`src/rtl/dffnrsnq_notifier_gen_pkg.sv`:
```
// Shared definitions for the dffnrsnq notifier generator: violation codes,
// count width and the priority encoder used when several checks fire at once.
package dffnrsnq_notifier_gen_pkg;

    localparam int CNT_W = 16;

    localparam logic [2:0] VC_NONE  = 3'd0;
    localparam logic [2:0] VC_SETUP = 3'd1;
    localparam logic [2:0] VC_HOLD  = 3'd2;
    localparam logic [2:0] VC_REC   = 3'd3;
    localparam logic [2:0] VC_REM   = 3'd4;
    localparam logic [2:0] VC_PW    = 3'd5;

    // Priority: pulse width > recovery > removal > setup > hold
    function automatic logic [2:0] viol_encode(
        input logic pw,
        input logic rec,
        input logic rem,
        input logic setup,
        input logic hold
    );
        logic [2:0] code;
        code = VC_NONE;
        if (pw)         code = VC_PW;
        else if (rec)   code = VC_REC;
        else if (rem)   code = VC_REM;
        else if (setup) code = VC_SETUP;
        else if (hold)  code = VC_HOLD;
        return code;
    endfunction

endpackage

```
`src/rtl/dffnrsnq_notifier_gen_sat_age_counter.sv`:
```
// Saturating age counter: 'age' is the tick distance since the last clr event,
// not counting a clr in the current tick.
module sat_age_counter #(
    parameter int AGE_W = 8
) (
    input  logic             clk,
    input  logic             rst,
    input  logic             clr,
    input  logic             inc,
    output logic [AGE_W-1:0] age
);

    localparam logic [AGE_W-1:0] AGE_MAX = '1;

    logic [AGE_W-1:0] age_q;
    logic [AGE_W-1:0] age_d;

    always_comb begin
        age = age_q;
        if (inc && (age_q != AGE_MAX)) begin
            age = age_q + 1'b1;
        end
        age_d = clr ? '0 : age;
    end

    always_ff @(posedge clk) begin
        if (rst) begin
            age_q <= AGE_MAX;
        end else begin
            age_q <= age_d;
        end
    end

endmodule

```
`src/rtl/dffnrsnq_notifier_gen.sv`:
```
// Oversampled timing-check monitor producing the NOTIFIER toggle for the
// dffnrsnq flop models, plus a violation code, count and sticky flag.
module dffnrsnq_notifier_gen
    import dffnrsnq_notifier_gen_pkg::*;
#(
    parameter int SETUP_TICKS  = 2,
    parameter int HOLD_TICKS   = 1,
    parameter int RECREM_TICKS = 2,
    parameter int MINPW_TICKS  = 3,
    parameter int AGE_W        = 8
) (
    input  logic             CLK,
    input  logic             RST,
    input  logic             CLKN_S,
    input  logic             D_S,
    input  logic             RN_S,
    input  logic             SETN_S,
    output logic             NOTIFIER,
    output logic [2:0]       VIOL_CODE,
    output logic [CNT_W-1:0] VIOL_CNT,
    output logic             VIOL_STICKY
);

    localparam logic [AGE_W-1:0] AGE_MAX = '1;

    logic             clkn_q, d_q, rn_q, setn_q;
    logic [AGE_W-1:0] hold_q, hold_d;
    logic [AGE_W-1:0] rem_q, rem_d;
    logic             notif_q, notif_d;
    logic             sticky_q, sticky_d;
    logic [2:0]       code_q, code_d;
    logic [CNT_W-1:0] cnt_q, cnt_d;

    logic             act_edge, any_edge, d_chg, deassert, chk_en;
    logic [AGE_W-1:0] d_age, da_age, ph_age;
    logic [AGE_W-1:0] d_age_eff, da_age_eff;
    logic             v_pw, v_rec, v_rem, v_setup, v_hold, v_any;

    assign act_edge = clkn_q && !CLKN_S;
    assign any_edge = clkn_q ^ CLKN_S;
    assign d_chg    = d_q ^ D_S;
    assign deassert = (RN_S && !rn_q) || (SETN_S && !setn_q);
    assign chk_en   = RN_S && SETN_S;

    sat_age_counter #(.AGE_W(AGE_W)) u_d_age (
        .clk(CLK), .rst(RST), .clr(d_chg), .inc(1'b1), .age(d_age)
    );

    sat_age_counter #(.AGE_W(AGE_W)) u_da_age (
        .clk(CLK), .rst(RST), .clr(deassert), .inc(1'b1), .age(da_age)
    );

    sat_age_counter #(.AGE_W(AGE_W)) u_ph_age (
        .clk(CLK), .rst(RST), .clr(any_edge), .inc(1'b1), .age(ph_age)
    );

    always_comb begin
        // An event coinciding with the active edge has age 0
        d_age_eff  = d_chg ? '0 : d_age;
        da_age_eff = deassert ? '0 : da_age;

        v_pw    = any_edge && (ph_age < AGE_W'(MINPW_TICKS)) && (ph_age != AGE_MAX);
        v_rec   = chk_en && act_edge && (da_age_eff < AGE_W'(RECREM_TICKS));
        v_rem   = deassert && !act_edge && (rem_q != '0);
        v_setup = chk_en && act_edge && (d_age_eff < AGE_W'(SETUP_TICKS));
        v_hold  = chk_en && !act_edge && (hold_q != '0) && d_chg;
        v_any   = v_pw || v_rec || v_rem || v_setup || v_hold;

        hold_d = hold_q;
        if (act_edge) begin
            hold_d = AGE_W'(HOLD_TICKS);
        end else if ((hold_q != '0) && d_chg) begin
            hold_d = '0;
        end else if (hold_q != '0) begin
            hold_d = hold_q - 1'b1;
        end

        rem_d = rem_q;
        if (act_edge) begin
            rem_d = AGE_W'(RECREM_TICKS);
        end else if (rem_q != '0) begin
            rem_d = rem_q - 1'b1;
        end

        notif_d  = notif_q ^ v_any;
        sticky_d = sticky_q | v_any;
        code_d   = v_any ? viol_encode(v_pw, v_rec, v_rem, v_setup, v_hold) : code_q;
        cnt_d    = cnt_q;
        if (v_any && (cnt_q != '1)) begin
            cnt_d = cnt_q + 1'b1;
        end
    end

    // Previous-sample registers track the inputs even in reset, so the first
    // tick after reset never sees a false edge.
    always_ff @(posedge CLK) begin
        clkn_q <= CLKN_S;
        d_q    <= D_S;
        rn_q   <= RN_S;
        setn_q <= SETN_S;
        if (RST) begin
            hold_q   <= '0;
            rem_q    <= '0;
            notif_q  <= 1'b0;
            sticky_q <= 1'b0;
            code_q   <= VC_NONE;
            cnt_q    <= '0;
        end else begin
            hold_q   <= hold_d;
            rem_q    <= rem_d;
            notif_q  <= notif_d;
            sticky_q <= sticky_d;
            code_q   <= code_d;
            cnt_q    <= cnt_d;
        end
    end

    assign NOTIFIER    = notif_q;
    assign VIOL_CODE   = code_q;
    assign VIOL_CNT    = cnt_q;
    assign VIOL_STICKY = sticky_q;

endmodule
```
`config.mk`:
```
export PLATFORM = sky130hd
export DESIGN_NAME = dffnrsnq_notifier_gen
export DESIGN_NICKNAME = d
export VERILOG_FILES = /design/src/rtl/dffnrsnq_notifier_gen_pkg.sv /design/src/rtl/dffnrsnq_notifier_gen_sat_age_counter.sv /design/src/rtl/dffnrsnq_notifier_gen.sv
export SDC_FILE = /design/constraint.sdc
export NUM_CORES = 1
export LEC_CHECK = 0
export ABC_CLOCK_PERIOD_IN_PS = 7150
export CAP_MARGIN = 25
export CELL_PAD_IN_SITES_DETAIL_PLACEMENT = 1
export CELL_PAD_IN_SITES_GLOBAL_PLACEMENT = 1
export CORE_MARGIN = 2
export CORE_UTILIZATION = 43
export CTS_BUF_LIST = sky130_fd_sc_hd__clkbuf_4
export DETAILED_ROUTE_END_ITERATION = 16
export PLACE_DENSITY = 0.78
export SLEW_MARGIN = 10
export SYNTH_ARGS = -nofsm -noshare
export SYNTH_HDL_FRONTEND = slang
export SYNTH_SLANG_ARGS = --single-unit
```
`constraint.sdc`:
```
create_clock -name CLK -period 7.15 [get_ports CLK]
set_input_delay 1.43 -clock CLK [delete_from_list [all_inputs] [get_ports CLK]]
set_output_delay 1.43 -clock CLK [all_outputs]
set_load 0.01 [all_outputs]
```
# == After elaboration in Yosys (flattened, before gate mapping) ==
# Index checks and enable logic that the tools add are counted.
# word_totals
inputBits,6
ff_bits,65
wordCells,80
out_inout_bits,21
# op_classes
n_lt_le_gt_ge,3
n_mux,16
reduce_logical,31
n_bitwise,4
eq_ne,5
add_sub_neg,6
# ops
operator,n
$mux 8,6
$ne 8x8->1 const B,4
$add 8x1->8 const B,3
$lt 8x2->1 const B,3
$add 16x1->16 const B,1
$logic_and 1x1->1,16
$ne 16x16->1 const B,1
$reduce_bool 8->1,2
$sub 8x1->8 const B,2
$mux 3,3
$mux 2,4
$logic_or 1x1->1,5
$logic_not 1->1,4
$mux 1,3
$reduce_bool 3->1,1
$reduce_or 3->1,1
$xor 1x1->1,3
$reduce_bool 2->1,1
$reduce_or 2->1,1
$or 1x1->1,1

# == Logic depth before layout (Yosys ltp) ==
# logic_depth
word_depth,11
ltp_mapped,11
depth_no_buf,8

# == Modules after synthesis ==
# Synthesis repeated with hierarchy kept, for this count alone.
# hier_totals
cells_unflattened,439
hier_area_um2,3734.8
# by_module_without_submodules
mod,cells_per_inst,area_per_inst_um2,n_inst,seq_area_each_um2
dffnrsnq_notifier_gen,229,1929.4,1,820.8
sat_age_counter,70,601.8,3,160.2

# == Worst setup path before layout ==
# OpenSTA, ideal clock, no wires.
# synth_timing
path_kind,input port to flip-flop
startpoint,input port CLKN_S
endpoint,"register cnt_q[11], in the netlist VIOL_CNT[11]"
t_arrival_ns,3.350
path_buffers,1
stages,9
setup_ns,0.071
required_ns,7.079
setup_slack_ns,3.730
cell_sequence,inv_1 -> ha_1 -> a211oi_1 -> o21ai_0 -> o21ai_0 -> and3b_1 -> buf_6 -> or4_1 -> a21oi_1
# synth_between
elab_chain_cells,9
elab_cells_between_ends,19
classes_between,1 x bitwise; 18 x reduce/logical
# synth_rtl
item,line_no,text
start: declaration,dffnrsnq_notifier_gen.sv:14,"input logic CLKN_S,"
$logic_not 1->1,dffnrsnq_notifier_gen.sv:39,assign act_edge = clkn_q && !CLKN_S;
$logic_and 1x1->1,dffnrsnq_notifier_gen.sv:39,
$logic_and 1x1->1 / $logic_not 1->1 (equally long branches),n/a,
"$logic_and 1x1->1, on equally long branches","dffnrsnq_notifier_gen.sv:63, dffnrsnq_notifier_gen.sv:64",
$logic_or 1x1->1 / $logic_and 1x1->1 (equally long branches),"dffnrsnq_notifier_gen.sv:67, dffnrsnq_notifier_gen.sv:64",
$logic_or 1x1->1 (2 in a row),dffnrsnq_notifier_gen.sv:67,v_any = v_pw || v_rec || v_rem || v_setup || v_hold;
$logic_or 1x1->1 (*),dffnrsnq_notifier_gen.sv:67,
$logic_and 1x1->1 (*),dffnrsnq_notifier_gen.sv:89,if (v_any && (cnt_q != '1)) begin
end signal: assignment,dffnrsnq_notifier_gen.sv:114,cnt_q <= cnt_d;
end: declaration,dffnrsnq_notifier_gen.sv:32,"logic [CNT_W-1:0] cnt_q, cnt_d;"
# Mark *: on every way between the ends. The rest lies on a longest branch, timed or not.
# A chain may end at the register's enable or synchronous reset.

# == Final worst setup path ==
# layout_timing
startpoint,input port D_S
endpoint,"register cnt_q[11], in the netlist VIOL_CNT[11]"
# layout_between
elab_chain_cells,7
elab_cells_between_ends,8
classes_between,1 x order compare; 1 x mux; 1 x bitwise; 5 x reduce/logical
# layout_rtl
item,line_no,text
start: declaration,dffnrsnq_notifier_gen.sv:15,"input logic D_S,"
$xor 1x1->1 (*),dffnrsnq_notifier_gen.sv:41,assign d_chg = d_q ^ D_S;
$mux 8,dffnrsnq_notifier_gen.sv:59,d_age_eff = d_chg ? '0 : d_age;
$lt 8x2->1,dffnrsnq_notifier_gen.sv:65,v_setup = chk_en && act_edge && (d_age_eff < AGE_W'(SETUP_TICKS));
$logic_and 1x1->1,dffnrsnq_notifier_gen.sv:65,
$logic_or 1x1->1,dffnrsnq_notifier_gen.sv:67,
$logic_or 1x1->1 (*),dffnrsnq_notifier_gen.sv:67,
$logic_and 1x1->1 (*),dffnrsnq_notifier_gen.sv:89,
# Marks and branches as above.

==> metrics.md <==
| Metric | Value |
|---|---|
| First-pass GRT wire length | `13800 µm` |
| Max stage delay on crit path | `0.71 ns` |
| TritonCTS clock tree | `done` |
| WS Path Type | `primary input to flip-flop` |
| Setup bufs post-CTS | `0` |
| Seq/Total Area, Yosys | `39.6%` |
| CP Max Fanout | `27` |
| Pre-antenna DRT Iters | `4` |
| Post-synth EDFFs | `0` |
| Largest net degree at the start of global routing | `28` |
| Clk buf depth | `2` |
| Clk sinks | `65` |
| Drt drc | `0` |
| Antenna diodes | `0` |
| Tot Pwr | `1.19 mW` |
| Post-layout util | `50.6%` |
| Crit path max-delay family | `simple AND/OR/NAND/NOR gates` |
| Detailed Route Iter0 Violations | `63` |
| Worst-margin pin slew | `0.875 ns` |
| Hold Crit Class | `flip-flop to flip-flop` |
| Vias in the first global route | `2946` |
| Initial antenna violation count | `0` |
| FMAX | `232 MHz` |
| GP Congestion | `0.821` |
| Share of layout cells above drive strength 1 | `5.48%` |
| Worst Hold Margin | `0.491 ns` |
| Area delta synth->final | `12.9%` |
| Synthesized area | `3290 µm²` |
| Filler instances | `879` |
| Dpl ws | `2.43 ns` |
| Peak VDD IR | `0.121 mV` |
| Cts bufs inserted | `9` |
| DIE AREA | `8360 µm²` |
| Post-DR wirelength/cell | `15.5 µm` |
| CP bufs+invs | `1` |
| Layout Nets | `429` |
| Cell Pwr Density | `321 nW/µm²` |
| Worst path cell trace | `clkdlybuf4s50_1 > xor2_1 > nor2_1 > a221oi_1 > nand4b_1 > and3b_1 > or4_1 > a21oi_1` |
| Post-place instance area | `3610 µm²` |
| Final non-filler cell total | `519` |
| GRT Overall Usage | `20.0%` |
| Total number of vias | `3001` |
| Number of synthesis warnings | `0` |
| Drt total wl | `8040 µm` |
| Register area | `1300 µm²` |
| Die Wd | `91.4 µm` |
| Status | `finished clean` |
| Worst-Skew Late Latency | `0.40 ns` |
| Antenna Nets Post-Route | `0` |
| Final HPWL DP | `5780 µm` |
| CP startpoint kind | `primary input` |
| Num rows | `31` |
| Initial core utilization | `44.9%` |
| Overall die height | `91.4 µm` |
| Primary FF master, synth | `dfxtp_1` |
| Top-count cell post-synth | `dfxtp_1` |
| DR vias/cell | `5.78` |
| Hold Violations, Final | `0` |
| Dpl cells | `503` |
| Tmin final | `4.31 ns` |
| Arrival time at the worst endpoint | `4.63 ns` |
| Critical Path Slowest Stage Cell | `xor2_1` |
| Syn_area_per_cell | `8.39 µm²` |
| H-tree lvl count | `3` |
| Cell taking the most area after synthesis | `dfxtp_1` |
| Core footprint | `7330 µm²` |
| Clk slew on worst S/H paths | `0.09 ns` |
| Post-Route Setup TNS | `0 ns` |
| Multi-input logic area | `1850 µm²` |
| Req. time, crit path | `7.47 ns` |
| Root Driver | `clkbuf_4` |
| Leakage | `1.36 nW` |
| Grt ovf | `0` |
| #FFs+latches synth | `65` |
| Hold-fix buffers at CTS | `0` |
| Relative slew slack | `41.5%` |
| Crit share post-route | `60.3%` |
| Crit. End Element | `flip-flop` |
| Ys async rst share | `0%` |
| Final Slew Violations | `0` |
| Gates resized, CTS repair | `0` |
| Worst-case clock skew | `0.0199 ns` |
| Final setup fails | `0` |
| Post-Syn Nets | `406` |
| Top cell type's share of synthesized area | `39.6%` |
| Synth top area cells | `dfxtp_1 40%, nor2_1 4.3%, xnor2_1 4.0%, o21ai_0 4.0%, nand3_1 3.5%` |
| Post-Syn Instances | `392` |
| I/O pin cnt | `27` |
| Setup slack after layout | `2.84 ns` |
| Port Buffer Count | `26` |
| Synth top cells by count | `65 x dfxtp_1, 38 x nor2_1, 26 x o21ai_0` |
| Yosys cell types | `53` |
| Final instance area | `3710 µm²` |
| # Max-Cap Violations | `0` |
| RSZ-0062 raised after global routing | `no` |
routing by layer:
layer	up-vias	track usage [%]	routed length, µm
li1	1486	-	-
met1	1455	25.1	3830
met2	45	34.3	3870
met3	15	3.40	208
met4	0	7.32	135
met5	-	0	0
worst paths after layout:
path,start,endpoint,slack (ns),cells past startpoint
setup / recovery,D_S,VIOL_CNT[11],2.84,8
hold / removal,VIOL_CODE[1],VIOL_CODE[1],0.49,2
setup reg to reg,u_da_age.age_q[0],VIOL_CNT[5],4.01,8
hold reg to reg,VIOL_CODE[1],VIOL_CODE[1],0.49,2
layout make-up:
type,count,area share [%]
flip-flops and latches,65,35.1
well taps,99,3.34
inverters,16,1.62
clock buffers,11,2.22
clock inverters,5,0.607
multi-input cells,296,49.9
repair buffers,27,7.21
cells in the final DEF, fill, tap and decap left out, types with 9 or more instances in the layout:
master / instances
a21oi_1: 17
a31oi_1: 9
clkbuf_4: 11
clkdlybuf4s50_1: 26
dfxtp_1: 65
inv_1: 15
nand2_1: 25
nand3_1: 23
nand4_1: 9
nor2_1: 38
nor3_1: 20
o21ai_0: 26
xnor2_1: 15
cells by family (layout without fill, tap and decap cells):
family	Yosys count	in the layout	share of synthesized area, %
compound gates	91	91	17.5
xor+xnor	23	23	6.13
fa+ha+maj	8	8	3.04
buf+inv	31	59	4.03
flops	65	65	39.6
mux	7	7	2.21
simple gates	167	167	27.5
flip-flops by register name, summed over array words and instances (netlist names), 3 cells and up:
signal / flops
rem_q: 8
hold_q: 8
u_d_age.age_q: 8
VIOL_CNT: 16
VIOL_CODE: 3
u_da_age.age_q: 8
u_ph_age.age_q: 8
power breakdown:
group          internal [mW]  leakage [nW]  total [mW]  switching, mW
Combinational          0.221         0.753       0.479          0.257
Clock                 0.0756        0.0655       0.206          0.130
Sequential             0.431         0.537       0.507         0.0762
Total                  0.728          1.36        1.19          0.464
worst register-to-register path: stages (launching register included):
cell,delay [ns]
dfxtp_1,0.49
ha_1,0.33
and3_1,0.22
a31oi_1,0.12
o32a_1,0.39
a31oi_1,0.29
and3b_1,0.76
nor3_1,0.15
mux2_2,0.30
No activity file was read; power rests on OpenSTA's default activity.
